File: src/rtl/adc_sample_fifo.sv
`default_nettype none
// ============================================================================
//  Module   : adc_sample_fifo
//  Purpose  : Capture FIFO for decimated VCO-ADC samples. Accepts 32-bit
//             samples on the decimator valid strobe while a capture session
//             is running, buffers them in a 16-deep synchronous FIFO and
//             presents them on a registered read port with level, threshold
//             interrupt, sticky overflow and session status.
//  Revision : 1.0  initial release
// ============================================================================
module adc_sample_fifo #(
   parameter int DATA_WIDTH = 32,
   parameter int ADDR_WIDTH = 4
) (
   input  logic                  clk,
   input  logic                  rst,            // synchronous, active low
   input  logic [DATA_WIDTH-1:0] data_in,
   input  logic                  data_valid_in,
   input  logic                  start_in,
   input  logic                  stop_in,
   input  logic                  oneshot_in,
   input  logic [15:0]           count_in,
   input  logic                  clear_in,
   input  logic                  rd_en_in,
   output logic [DATA_WIDTH-1:0] rd_data_out,
   output logic                  rd_valid_out,
   input  logic [ADDR_WIDTH:0]   threshold_in,
   output logic [ADDR_WIDTH:0]   level_out,
   output logic                  empty_out,
   output logic                  full_out,
   output logic                  overflow_out,
   output logic                  done_out,
   output logic                  busy_out,
   output logic                  irq_out
);

   localparam int                DEPTH      = 2 ** ADDR_WIDTH;
   localparam logic [ADDR_WIDTH:0] FULL_LEVEL = (ADDR_WIDTH + 1)'(DEPTH);
   localparam logic [ADDR_WIDTH:0] LEVEL_ONE  = (ADDR_WIDTH + 1)'(1);
   localparam logic [15:0]       CNT_MAX    = 16'hFFFF;

   typedef enum logic [1:0] {
      ST_IDLE = 2'd0,
      ST_RUN  = 2'd1,
      ST_DONE = 2'd2
   } state_t;

   // ------------------------------------------------------------------
   // State
   // ------------------------------------------------------------------
   state_t                  state_q, state_d;
   logic [ADDR_WIDTH-1:0]   wr_ptr_q, wr_ptr_d;
   logic [ADDR_WIDTH-1:0]   rd_ptr_q, rd_ptr_d;
   logic [ADDR_WIDTH:0]     level_q, level_d;
   logic [15:0]             cap_cnt_q, cap_cnt_d;
   logic [15:0]             target_q, target_d;
   logic                    oneshot_q, oneshot_d;
   logic                    overflow_q, overflow_d;
   logic [DATA_WIDTH-1:0]   rd_data_q, rd_data_d;
   logic                    rd_valid_q, rd_valid_d;
   logic                    irq_q, irq_d;

   logic [DATA_WIDTH-1:0]   mem_q [DEPTH];

   // ------------------------------------------------------------------
   // Combinational qualifiers
   // ------------------------------------------------------------------
   logic        fifo_empty;
   logic        fifo_full;
   logic        wr_offered;
   logic        rd_accept;
   logic        wr_accept;
   logic        session_start;
   logic        final_write;
   logic [15:0] cap_cnt_inc;

   assign fifo_empty = (level_q == '0);
   assign fifo_full  = (level_q == FULL_LEVEL);

   // clear_in discards both the read and the write of its cycle.
   assign rd_accept  = rd_en_in && !fifo_empty && !clear_in;
   assign wr_offered = (state_q == ST_RUN) && data_valid_in && !clear_in;
   // A read in the same cycle frees the slot a full FIFO needs.
   assign wr_accept  = wr_offered && (!fifo_full || rd_accept);

   // stop_in wins over start_in; in DONE, clear_in wins over start_in.
   assign session_start = start_in && !stop_in &&
                          ((state_q == ST_IDLE) ||
                           ((state_q == ST_DONE) && !clear_in));

   // Saturating increment of the captured-sample count.
   assign cap_cnt_inc = (cap_cnt_q == CNT_MAX) ? cap_cnt_q : (cap_cnt_q + 16'd1);

   // One-shot completes on the edge that stores the last requested sample.
   assign final_write = oneshot_q && wr_accept && (cap_cnt_inc == target_q);

   // Session FSM next-state
   always_comb begin
      state_d = state_q;
      unique case (state_q)
         ST_IDLE: begin
            if (session_start) begin
               state_d = ST_RUN;
            end
         end
         ST_RUN: begin
            if (stop_in) begin
               state_d = ST_IDLE;
            end else if (final_write) begin
               state_d = ST_DONE;
            end
         end
         ST_DONE: begin
            if (clear_in) begin
               state_d = ST_IDLE;
            end else if (session_start) begin
               state_d = ST_RUN;
            end
         end
         default: begin
            state_d = ST_IDLE;
         end
      endcase
   end

   // Session parameters and captured-sample count
   always_comb begin
      oneshot_d = oneshot_q;
      target_d  = target_q;
      cap_cnt_d = cap_cnt_q;
      if (session_start) begin
         oneshot_d = oneshot_in;
         // A programmed count of zero behaves as a single sample.
         target_d  = (count_in == 16'd0) ? 16'd1 : count_in;
      end
      if (clear_in || session_start) begin
         cap_cnt_d = 16'd0;
      end else if (wr_accept) begin
         cap_cnt_d = cap_cnt_inc;
      end
   end

   // FIFO pointers, occupancy and sticky overflow
   always_comb begin
      wr_ptr_d   = wr_ptr_q;
      rd_ptr_d   = rd_ptr_q;
      level_d    = level_q;
      overflow_d = overflow_q;
      if (clear_in) begin
         wr_ptr_d   = '0;
         rd_ptr_d   = '0;
         level_d    = '0;
         overflow_d = 1'b0;
      end else begin
         // Pointers are exactly ADDR_WIDTH bits so they wrap modulo DEPTH.
         if (wr_accept) begin
            wr_ptr_d = wr_ptr_q + 1'b1;
         end
         if (rd_accept) begin
            rd_ptr_d = rd_ptr_q + 1'b1;
         end
         unique case ({wr_accept, rd_accept})
            2'b10:   level_d = level_q + LEVEL_ONE;
            2'b01:   level_d = level_q - LEVEL_ONE;
            default: level_d = level_q;
         endcase
         if (wr_offered && !wr_accept) begin
            overflow_d = 1'b1;
         end
      end
   end

   // Read port and threshold interrupt
   always_comb begin
      rd_data_d  = rd_data_q;
      rd_valid_d = rd_accept;
      if (rd_accept) begin
         rd_data_d = mem_q[rd_ptr_q];
      end
      irq_d = (threshold_in != '0) && (level_q >= threshold_in);
   end

   // Control and status registers
   always_ff @(posedge clk) begin
      if (!rst) begin
         state_q    <= ST_IDLE;
         wr_ptr_q   <= '0;
         rd_ptr_q   <= '0;
         level_q    <= '0;
         cap_cnt_q  <= 16'd0;
         target_q   <= 16'd1;
         oneshot_q  <= 1'b0;
         overflow_q <= 1'b0;
         rd_data_q  <= '0;
         rd_valid_q <= 1'b0;
         irq_q      <= 1'b0;
      end else begin
         state_q    <= state_d;
         wr_ptr_q   <= wr_ptr_d;
         rd_ptr_q   <= rd_ptr_d;
         level_q    <= level_d;
         cap_cnt_q  <= cap_cnt_d;
         target_q   <= target_d;
         oneshot_q  <= oneshot_d;
         overflow_q <= overflow_d;
         rd_data_q  <= rd_data_d;
         rd_valid_q <= rd_valid_d;
         irq_q      <= irq_d;
      end
   end

   // Sample storage; contents need no reset because the pointers define validity.
   always_ff @(posedge clk) begin
      if (rst && wr_accept) begin
         mem_q[wr_ptr_q] <= data_in;
      end
   end

   assign rd_data_out  = rd_data_q;
   assign rd_valid_out = rd_valid_q;
   assign level_out    = level_q;
   assign empty_out    = fifo_empty;
   assign full_out     = fifo_full;
   assign overflow_out = overflow_q;
   assign done_out     = (state_q == ST_DONE);
   assign busy_out     = (state_q == ST_RUN);
   assign irq_out      = irq_q;

endmodule
`default_nettype wire

File: config.mk
export PLATFORM = sky130hd
export DESIGN_NAME = adc_sample_fifo
export DESIGN_NICKNAME = d
export VERILOG_FILES = /design/src/rtl/adc_sample_fifo.sv
export SDC_FILE = /design/constraint.sdc
export NUM_CORES = 1
export LEC_CHECK = 0
export ABC_AREA = 1
export BUFFER_PORTS_ARGS = -buffer_cell sky130_fd_sc_hd__clkbuf_2
export CELL_PAD_IN_SITES_DETAIL_PLACEMENT = 0
export CELL_PAD_IN_SITES_GLOBAL_PLACEMENT = 1
export CORE_UTILIZATION = 40
export DETAILED_ROUTE_END_ITERATION = 12
export GPL_TIMING_DRIVEN = 0
export PLACE_DENSITY_LB_ADDON = 0.1
export SYNTH_ARGS = -nofsm -noshare
export SYNTH_HDL_FRONTEND = slang
export SYNTH_SLANG_ARGS = --single-unit
File: constraint.sdc
create_clock -name clk -period 5.87 [get_ports clk]
set_clock_uncertainty 0.2 [all_clocks]
set_input_delay 0.587 -clock clk [delete_from_list [all_inputs] [get_ports clk]]
set_output_delay 0.587 -clock clk [all_outputs]
set_load 0.05 [all_outputs]
==> summary.txt, run 1 <==
Global routing
  • First-pass GRT wire length: roughly 110000 um
  • Initial antenna violation count: 3
  • Grt met3 use: 0.0420
  • Pin count of the biggest net entering global routing: 21
  • Gr usage total: 0.253
  • Grt ovf: 0
  • Gr busiest metal: met2
  • Met1 Resource Use GR: 0.340
  • Vias in the first global route: 16.2k
  • Met2 usage: 0.413

Critical path
  • Critical Path Max Stage Delay: 0.84 ns
  • Crit-path cells: inv_1, nor2_1, nand2_1, nor2_1, nand2_1, nor2_1, inv_1, nor3_2, buf_6, buf_6
  • CP Buf/Inv Count: 4
  • Crit path top cell by count: nor2_1
  • R2R Setup Slk: around 2.5 ns
  • Top delay family on crit path: simple AND/OR/NAND/NOR gates
  • Data required time of the critical path: 5.96 ns
  • CP endpoint kind: register
  • FF-to-FF End: mem_q[5][8]
  • Worst Path Max Fanout: 9
  • R2R Path Start: state_q[0]
  • Setup crit start kind: register
  • CP Data Arrival Time: 3.45 ns
  • Slowest cell on the critical path: nor3_2
  • Reg2Reg Depth: 10
  • Crit path kind: reg2reg

STA
  • Fin. max-slew vios: 0
  • Final min period: 3.36 ns
  • Fmax: 297 MHz
  • Final Cycle Share: 0.573
  • RSZ-0062 raised after global routing: false
  • Final setup violation count: 0
  • Worst slew pin tran: around 1.1 ns
  • Relative slew margins: 0.253
  • Hold Violations, Final: 0

Cells and area
  • Area Growth Syn to Fin: 17.3%
  • Fillcell total: roughly 5.3k
  • Most frequent cells in the layout: 512 x edfxtp_1, 272 x nor2_1, 159 x o21ai_0, 113 x clkbuf_1, 107 x nand2_1
  • Layout cells sized above 1: 0.141
  • Layout Nets: around 2.1k
  • Design area: 0.0281 sq mm
  • Commonest non-fill, non-tap cell in the layout: edfxtp_1
  • Layout Cells excl Fill: between 2k and 3k

Synthesis
  • Yosys warns: 0
  • Yosys cell types: 40
  • Sequential area share after synthesis: 0.710
  • Synth Register Bits: between 500 and 600
  • Syn Nets: 1921
  • Avg Cell Area, Syn: 13.0 sq um
  • Post-synthesis cell count: ~1.8k
  • Post-synth EDFFs: roughly 510
  • Main synth FF type: edfxtp_1
  • Mapped Area: about 0.024 sq mm
  • FFs w/ async S/R, synth: 0

Route
  • Final ANT Viol Nets: 0
  • Routed vias: ~16k
  • Iteration count of the initial detailed-routing pass: 9
  • Remaining DRCs: 7
  • Drt initial violations: 1425
  • Wire length per cell: about 27 um
  • Vias per cell: approximately 5.7
  • Final wirelength: around 77000 um

Placed design
  • Post-DP HPWL: roughly 52000 um
  • DP Cell Count: between 2k and 3k
  • I/O Buffers: just over 100
  • Dpl cell area: 0.0261 sq mm
  • RePlAce Congestion: between 0.8 and 0.9

Power and ir drop
  • Pleak: approximately 9.3 nW
  • Peak supply drop: around 200 uV
  • PwrDens: 314 mW/mm^2

Clock network
  • Inserted Clock Buffers: 67
  • CTS Root Cell: clkbuf_16
  • Bufs on Longest Clock Path: 3
  • Clk sinks: between 500 and 600
  • CTS tree: done
  • Reg clk slew, reported paths: about 0.060 ns
  • CTS resizes: 0
  • H-tree depth: 3
  • # hold bufs at CTS: 0
  • Post-CTS Setup Bufs: 0
  • Worst skew pair latency: approximately 0.6 ns

Run status
  • Status: finished with violations
  • Violated checks: design-rule violations

Floorplanning
  • Ports: ~110
  • Die area: about 0.061 sq mm
  • Die X: ~250 um
  • Core area: about 0.06 sq mm
  • Initial Util: 0.406
  • Rows: between 80 and 90
  • Die Y: 247 um

Hold path
  • HP Start: count_in[8]
  • HP Class: in2reg
  • Worst Hold End: target_q[8]
  • Hold Crit Depth: 3

Job
  • MaxCap Viol Count: 0
[sequential cells by signal, indices dropped and copies added (netlist names)]
register / count
target_q: 16
rd_ptr_q: 4
level_out: 5
overflow_out: 1
cap_cnt_q: 16
wr_ptr_q: 4
state_q: 2
irq_out: 1
rd_data_out: 32
rd_valid_out: 1
oneshot_q: 1
mem_q: 512
[cells by family after synthesis]
family / share of synthesized area
AO/OA/AOI/OAI: 0.119
XOR/XNOR: 0.00365
adder cells (fa/ha/maj): 0.00813
buffers and inverters: 0.0372
flip-flops: 0.710
multiplexers: 0.0342
AND/OR/NAND/NOR: 0.0874
[per-stage QoR]
step                      power, W  setup slack (ns)  setup TNS, ns  utilization  hold WS (ns)
after floorplan            0.00483              1.18              0            -         0.229
after global placement     0.00496             -1.82        -416.43        0.431         0.246
after detailed placement   0.00497              2.42              0        0.441         0.261
after CTS                  0.00890              2.55              0        0.476        0.0148
after global routing       0.00907              2.30              0        0.476        0.0510
final                      0.00884              2.51              0        0.476        0.0454
[synth_stat cells (2+ instances only)]
master    count  area share
a31oi_1      10      0.0026
nor4_1        5      0.0013
ha_1         14      0.0073
nor3_1       11      0.0023
o32ai_1      46       0.017
mux2i_1      82       0.034
o221ai_1     82       0.030
nor2_1      280       0.044
a21oi_1      28      0.0058
nand2_1     107       0.017
xor2_1        6      0.0022
buf_4        10      0.0031
buf_1         2     0.00031
nand3_2       2     0.00083
a211oi_1     14      0.0044
clkbuf_4      2     0.00063
dfxtp_1      83       0.069
nor2_2        5      0.0013
xnor2_1       4      0.0015
clkbuf_1     80       0.013
inv_2         3     0.00047
edfxtp_1    512        0.64
buf_2        25      0.0052
o211ai_1     79       0.025
clkinv_1      3     0.00047
nand4_1       9      0.0023
o21ai_0     159       0.033
nand3b_1      3     0.00094
nand3_1      76       0.016
inv_1        88       0.014
nand2_2       4      0.0010
o21bai_1      3     0.00094
[worst register-to-register path: stages, from the launching register on]
cell	delay [ns]
dfxtp_1	0.35
inv_1	0.07
nor2_1	0.16
nand2_1	0.11
nor2_1	0.14
nand2_1	0.26
nor2_1	0.28
inv_1	0.17
nor3_2	0.84
buf_6	0.28
buf_6	0.20
[layout make-up]
cell class | count | area, sq um | area share
Clock inverter | 16 | 105 | 0.00373
Buffer | 121 | 539 | 0.0192
Clock buffer | 106 | 1930 | 0.0685
Antenna cell | 1 | 2.50 | 0.0000889
Multi-Input combinational cell | 1035 | 6170 | 0.219
Sequential cell | 595 | 17000 | 0.605
Tap cell | 773 | 967 | 0.0344
Inverter | 94 | 353 | 0.0125
Timing Repair Buffer | 143 | 1040 | 0.0371
[per-layer routing]
metal  part of all wire  wire [um]
met1               0.44      33700
met2               0.47      36100
met3              0.059       4540
met4              0.028       2110
met5            0.00017         13
[worst max-delay path by stage]
stage / start / endpoint / slack (ns) / cells after the start
CTS: state_q[0] / mem_q[1][6] / 2.55 / 11
global placement: clear_in / mem_q[5][30] / -1.82 / 6
global route: state_q[0] / mem_q[5][1] / 2.30 / 10
finish: state_q[0] / mem_q[5][8] / 2.51 / 10
detailed placement: clear_in / mem_q[1][5] / 2.42 / 9
floorplan: state_q[0] / mem_q[3][0] / 1.18 / 8
[report_power, final]
| group | total [W] | switching, W | internal [W] | leakage [nW] |
|---|---|---|---|---|
| combinational | 0.000265 | 0.000200 | 0.0000653 | 3.06 |
| clock | 0.00396 | 0.00166 | 0.00230 | 0.978 |
| sequential | 0.00461 | 0.0000116 | 0.00460 | 5.27 |
| total | 0.00884 | 0.00187 | 0.00697 | 9.31 |
No activity file was read; power rests on OpenSTA's default activity.
==> run 2: changes to the inputs <==
Settings changed: ABC_AREA 1 to 0.
Clock period 5.87 ns to 2.8 ns, I/O delays scaled along.
==> summary.txt, run 2 <==
Clock network
  • Inserted Clock Buffers: 66
  • H-tree depth: 3
  • CTS Root Cell: clkbuf_16
  • Clk sinks: between 500 and 600
  • Bufs on Longest Clock Path: 3
  • Reg clk slew, reported paths: 0.06 ns
  • Worst skew pair latency: between 0.6 and 0.7 ns
  • CTS tree: done

Critical path
  • R2R Path Start: level_out[0]
  • FF-to-FF End: level_out[4]
  • CP endpoint kind: register
  • Critical Path Max Stage Delay: 0.58 ns
  • Data required time of the critical path: around 3.2 ns
  • Crit path top cell by count: dlygate4sd3_1
  • Worst Path Max Fanout: 2
  • Top delay family on crit path: buffers and inverters
  • Setup crit start kind: input pin
  • CP Data Arrival Time: approximately 3.1 ns
  • CP Buf/Inv Count: 4
  • Crit-path cells: dlygate4sd3_1, clkbuf_2, or4_1, nor4_2, a311oi_1, dlygate4sd3_1, o21ai_0, dlygate4sd3_1
  • Slowest cell on the critical path: dlygate4sd3_1
  • R2R Setup Slk: about 0.08 ns
  • Crit path kind: in2reg
  • Reg2Reg Depth: 12

Floorplanning
  • Ports: roughly 110
  • Die X: approximately 240 um
  • Die Y: roughly 240 um
  • Initial Util: 0.406
  • Rows: 88
  • Die area: between 0.05 and 0.06 sq mm
  • Core area: about 0.058 sq mm

Cells and area
  • Utilization after layout: 0.500
  • Max reg flops: about 510
  • Fillcell total: 4892
  • Biggest register: mem_q
  • Area Growth Syn to Fin: 23.3%
  • Layout Nets: between 1.5k and 2k
  • Layout cells sized above 1: 0.320
  • Layout Cells excl Fill: between 2k and 2.5k
  • Commonest non-fill, non-tap cell in the layout: edfxtp_1
  • Storage element area: approximately 0.017 sq mm
  • Most frequent cells in the layout: 512 x edfxtp_1, 160 x mux4_2, 123 x nand2_1, 113 x clkbuf_2, 73 x dfxtp_1
  • Area of the multi-input gates: between 0.006 and 0.007 sq mm

STA
  • Final Cycle Share: 0.997
  • Final min period: about 2.8 ns
  • Fin. max-slew vios: 0
  • RSZ-0062 raised after global routing: true
  • Fmax: between 300 and 400 MHz
  • Final setup violation count: 0
  • Worst slew pin tran: roughly 1 ns
  • Hold Violations, Final: 0
  • Relative slew margins: 0.322

Synthesis
  • Syn Nets: approximately 1.3k
  • Avg Cell Area, Syn: ~19 sq um
  • Largest cells by area after synthesis: edfxtp_1 65%, mux4_2 15%, dfxtp_1 7.1%
  • Post-synth EDFFs: slightly above 500
  • Yosys warns: 0
  • Most common cell in the netlist: edfxtp_1
  • Sequential area share after synthesis: 0.725
  • Main synth FF type: edfxtp_1
  • Post-synthesis cell count: about 1.3k
  • Yosys cell types: 63
  • Synth top area share: 0.654
  • FFs w/ async S/R, synth: 0
  • Top cells by count, synth: 512 x edfxtp_1, 160 x mux4_2, 124 x nand2_1
  • Synth Register Bits: 595
  • Post-synth top area cell: edfxtp_1
  • Mapped Area: between 0.02 and 0.025 sq mm

Job
  • MaxCap Viol Count: 0

Route
  • Final ANT Viol Nets: 0
  • Vias per cell: roughly 5.4
  • Drt initial violations: roughly 950
  • Iteration count of the initial detailed-routing pass: 7
  • Final wirelength: 61100 um
  • Remaining DRCs: 0
  • Wire length per cell: approximately 26 um
  • Routed vias: 12.7k

Placed design
  • I/O Buffers: approximately 100
  • Post-DP HPWL: 36100 um
  • RePlAce Congestion: slightly below 0.8
  • DP Cell Count: approximately 2.1k

Hold path
  • HP Class: in2reg
  • Worst Hold End: target_q[4]
  • HP Start: stop_in
  • Hold Crit Depth: 5

Global routing
  • First-pass GRT wire length: 89300 um
  • Pin count of the biggest net entering global routing: 22
  • Grt ovf: 0
  • Initial antenna violation count: 3
  • Vias in the first global route: 13.2k
  • Gr usage total: 0.209

Run status
  • Status: complete, no violations

Power and ir drop
  • Pleak: a little over 9 nW
  • Peak supply drop: about 460 uV
  • PwrDens: roughly 630 mW/mm^2
[run 2: cell types whose count changed after synthesis, sizes merged, moves of 19 or more]
cell	previous run	this run
nor2	286	59
inv	91	14
mux2i	82	7
o221ai	82	1
o32ai	46	1
o21ai	159	19
clkbuf	83	41
o211ai	79	1
a21oi	29	10
a21boi	0	48
nand3	78	8
mux4	0	160
[run 2: logic make-up (layout without fill, tap and decap cells)]
family,after synthesis,after routing,synth area share
compound gates,108,108,0.0328
fa+ha+maj,15,15,0.00831
simple gates,259,264,0.0520
flops,595,595,0.725
other cells,0,1,0
buf+inv,82,418,0.0142
mux,167,167,0.156
xor+xnor,30,30,0.0112
[run 2: metrics by stage]
| step | setup WS (ns) | area, sq um | hold WS [ns] | TNS (ns) | power [W] |
|---|---|---|---|---|---|
| 6_report | 0.00953 | 29000 | 0.0269 | 0 | 0.0183 |
| 2_1_floorplan | -0.0807 | 23600 | 0.179 | -18.46 | 0.00998 |
| 5_1_grt | -0.0492 | 29000 | 0.0320 | -0.0757 | 0.0188 |
| 3_3_place_gp | -1.58 | 25100 | 0.254 | -504.17 | 0.0102 |
| 3_5_place_dp | -0.964 | 25500 | 0.258 | -245.02 | 0.0102 |
| 4_1_cts | -0.276 | 28800 | 0.0225 | -10.65 | 0.0185 |
[run 2: worst register-to-register path: cells and delay by family, from the launching register on]
kind / cells / cell delay [ns]
AOI/OAI and AO/OA: 4 / 0.62
xor gates and xnor gates: 1 / 0.13
adders and majority gates: 1 / 0.23
buffers and inverters: 1 / 0.08
DFF: 1 / 0.37
and+or+nand+nor: 5 / 0.97
[run 2: worst max-delay path by stage]
stage                             from       endpoint  slack, ns  cells after the start
after floorplan           level_out[2]   mem_q[10][0]      -0.08                      6
after global placement      state_q[1]  mem_q[10][12]      -1.58                      6
after detailed placement    state_q[1]   mem_q[0][12]      -0.96                      5
after CTS                   state_q[1]  mem_q[12][12]      -0.28                      5
after global routing       count_in[8]    target_q[0]      -0.05                      8
final                      count_in[8]    target_q[0]       0.01                      8
[run 2: final cells by class]
class / count / area share
Multi-Input combinational cell: 584 / 0.223
Tap cell: 765 / 0.0330
Antenna cell: 1 / 0.0000864
Clock inverter: 24 / 0.00583
Timing Repair Buffer: 219 / 0.0695
Clock buffer: 97 / 0.0642
Buffer: 64 / 0.0130
Inverter: 14 / 0.00181
Sequential cell: 595 / 0.589
[run 2: repair_timing]
action | in CTS | in global routing
setup buffers | 31 | 11
gates cloned | 3 | 2
endpoints found under the setup margin | 549 | 107
hold endpoints to repair | 536 | 0
hold buffers | 59 | 0
pin swaps | 21 | 6
gates resized for setup | 61 | 33
[run 2: power breakdown]
| group | leakage (nW) | internal (W) | switching, W | total (W) |
|---|---|---|---|---|
| Combinational | 2.99 | 0.000163 | 0.000261 | 0.000424 |
| Sequential | 5.28 | 0.00963 | 0.0000159 | 0.00964 |
| Clock | 0.985 | 0.00473 | 0.00348 | 0.00820 |
[run 2: metal layers]
layer / track usage / part of all wire / vias up
met5: 0 / 0.00038 / -
met4: 0.0586 / 0.021 / 4
met3: 0.0403 / 0.048 / 86
met2: 0.345 / 0.49 / 305
met1: 0.284 / 0.44 / 6720
li1: - / - / 5634
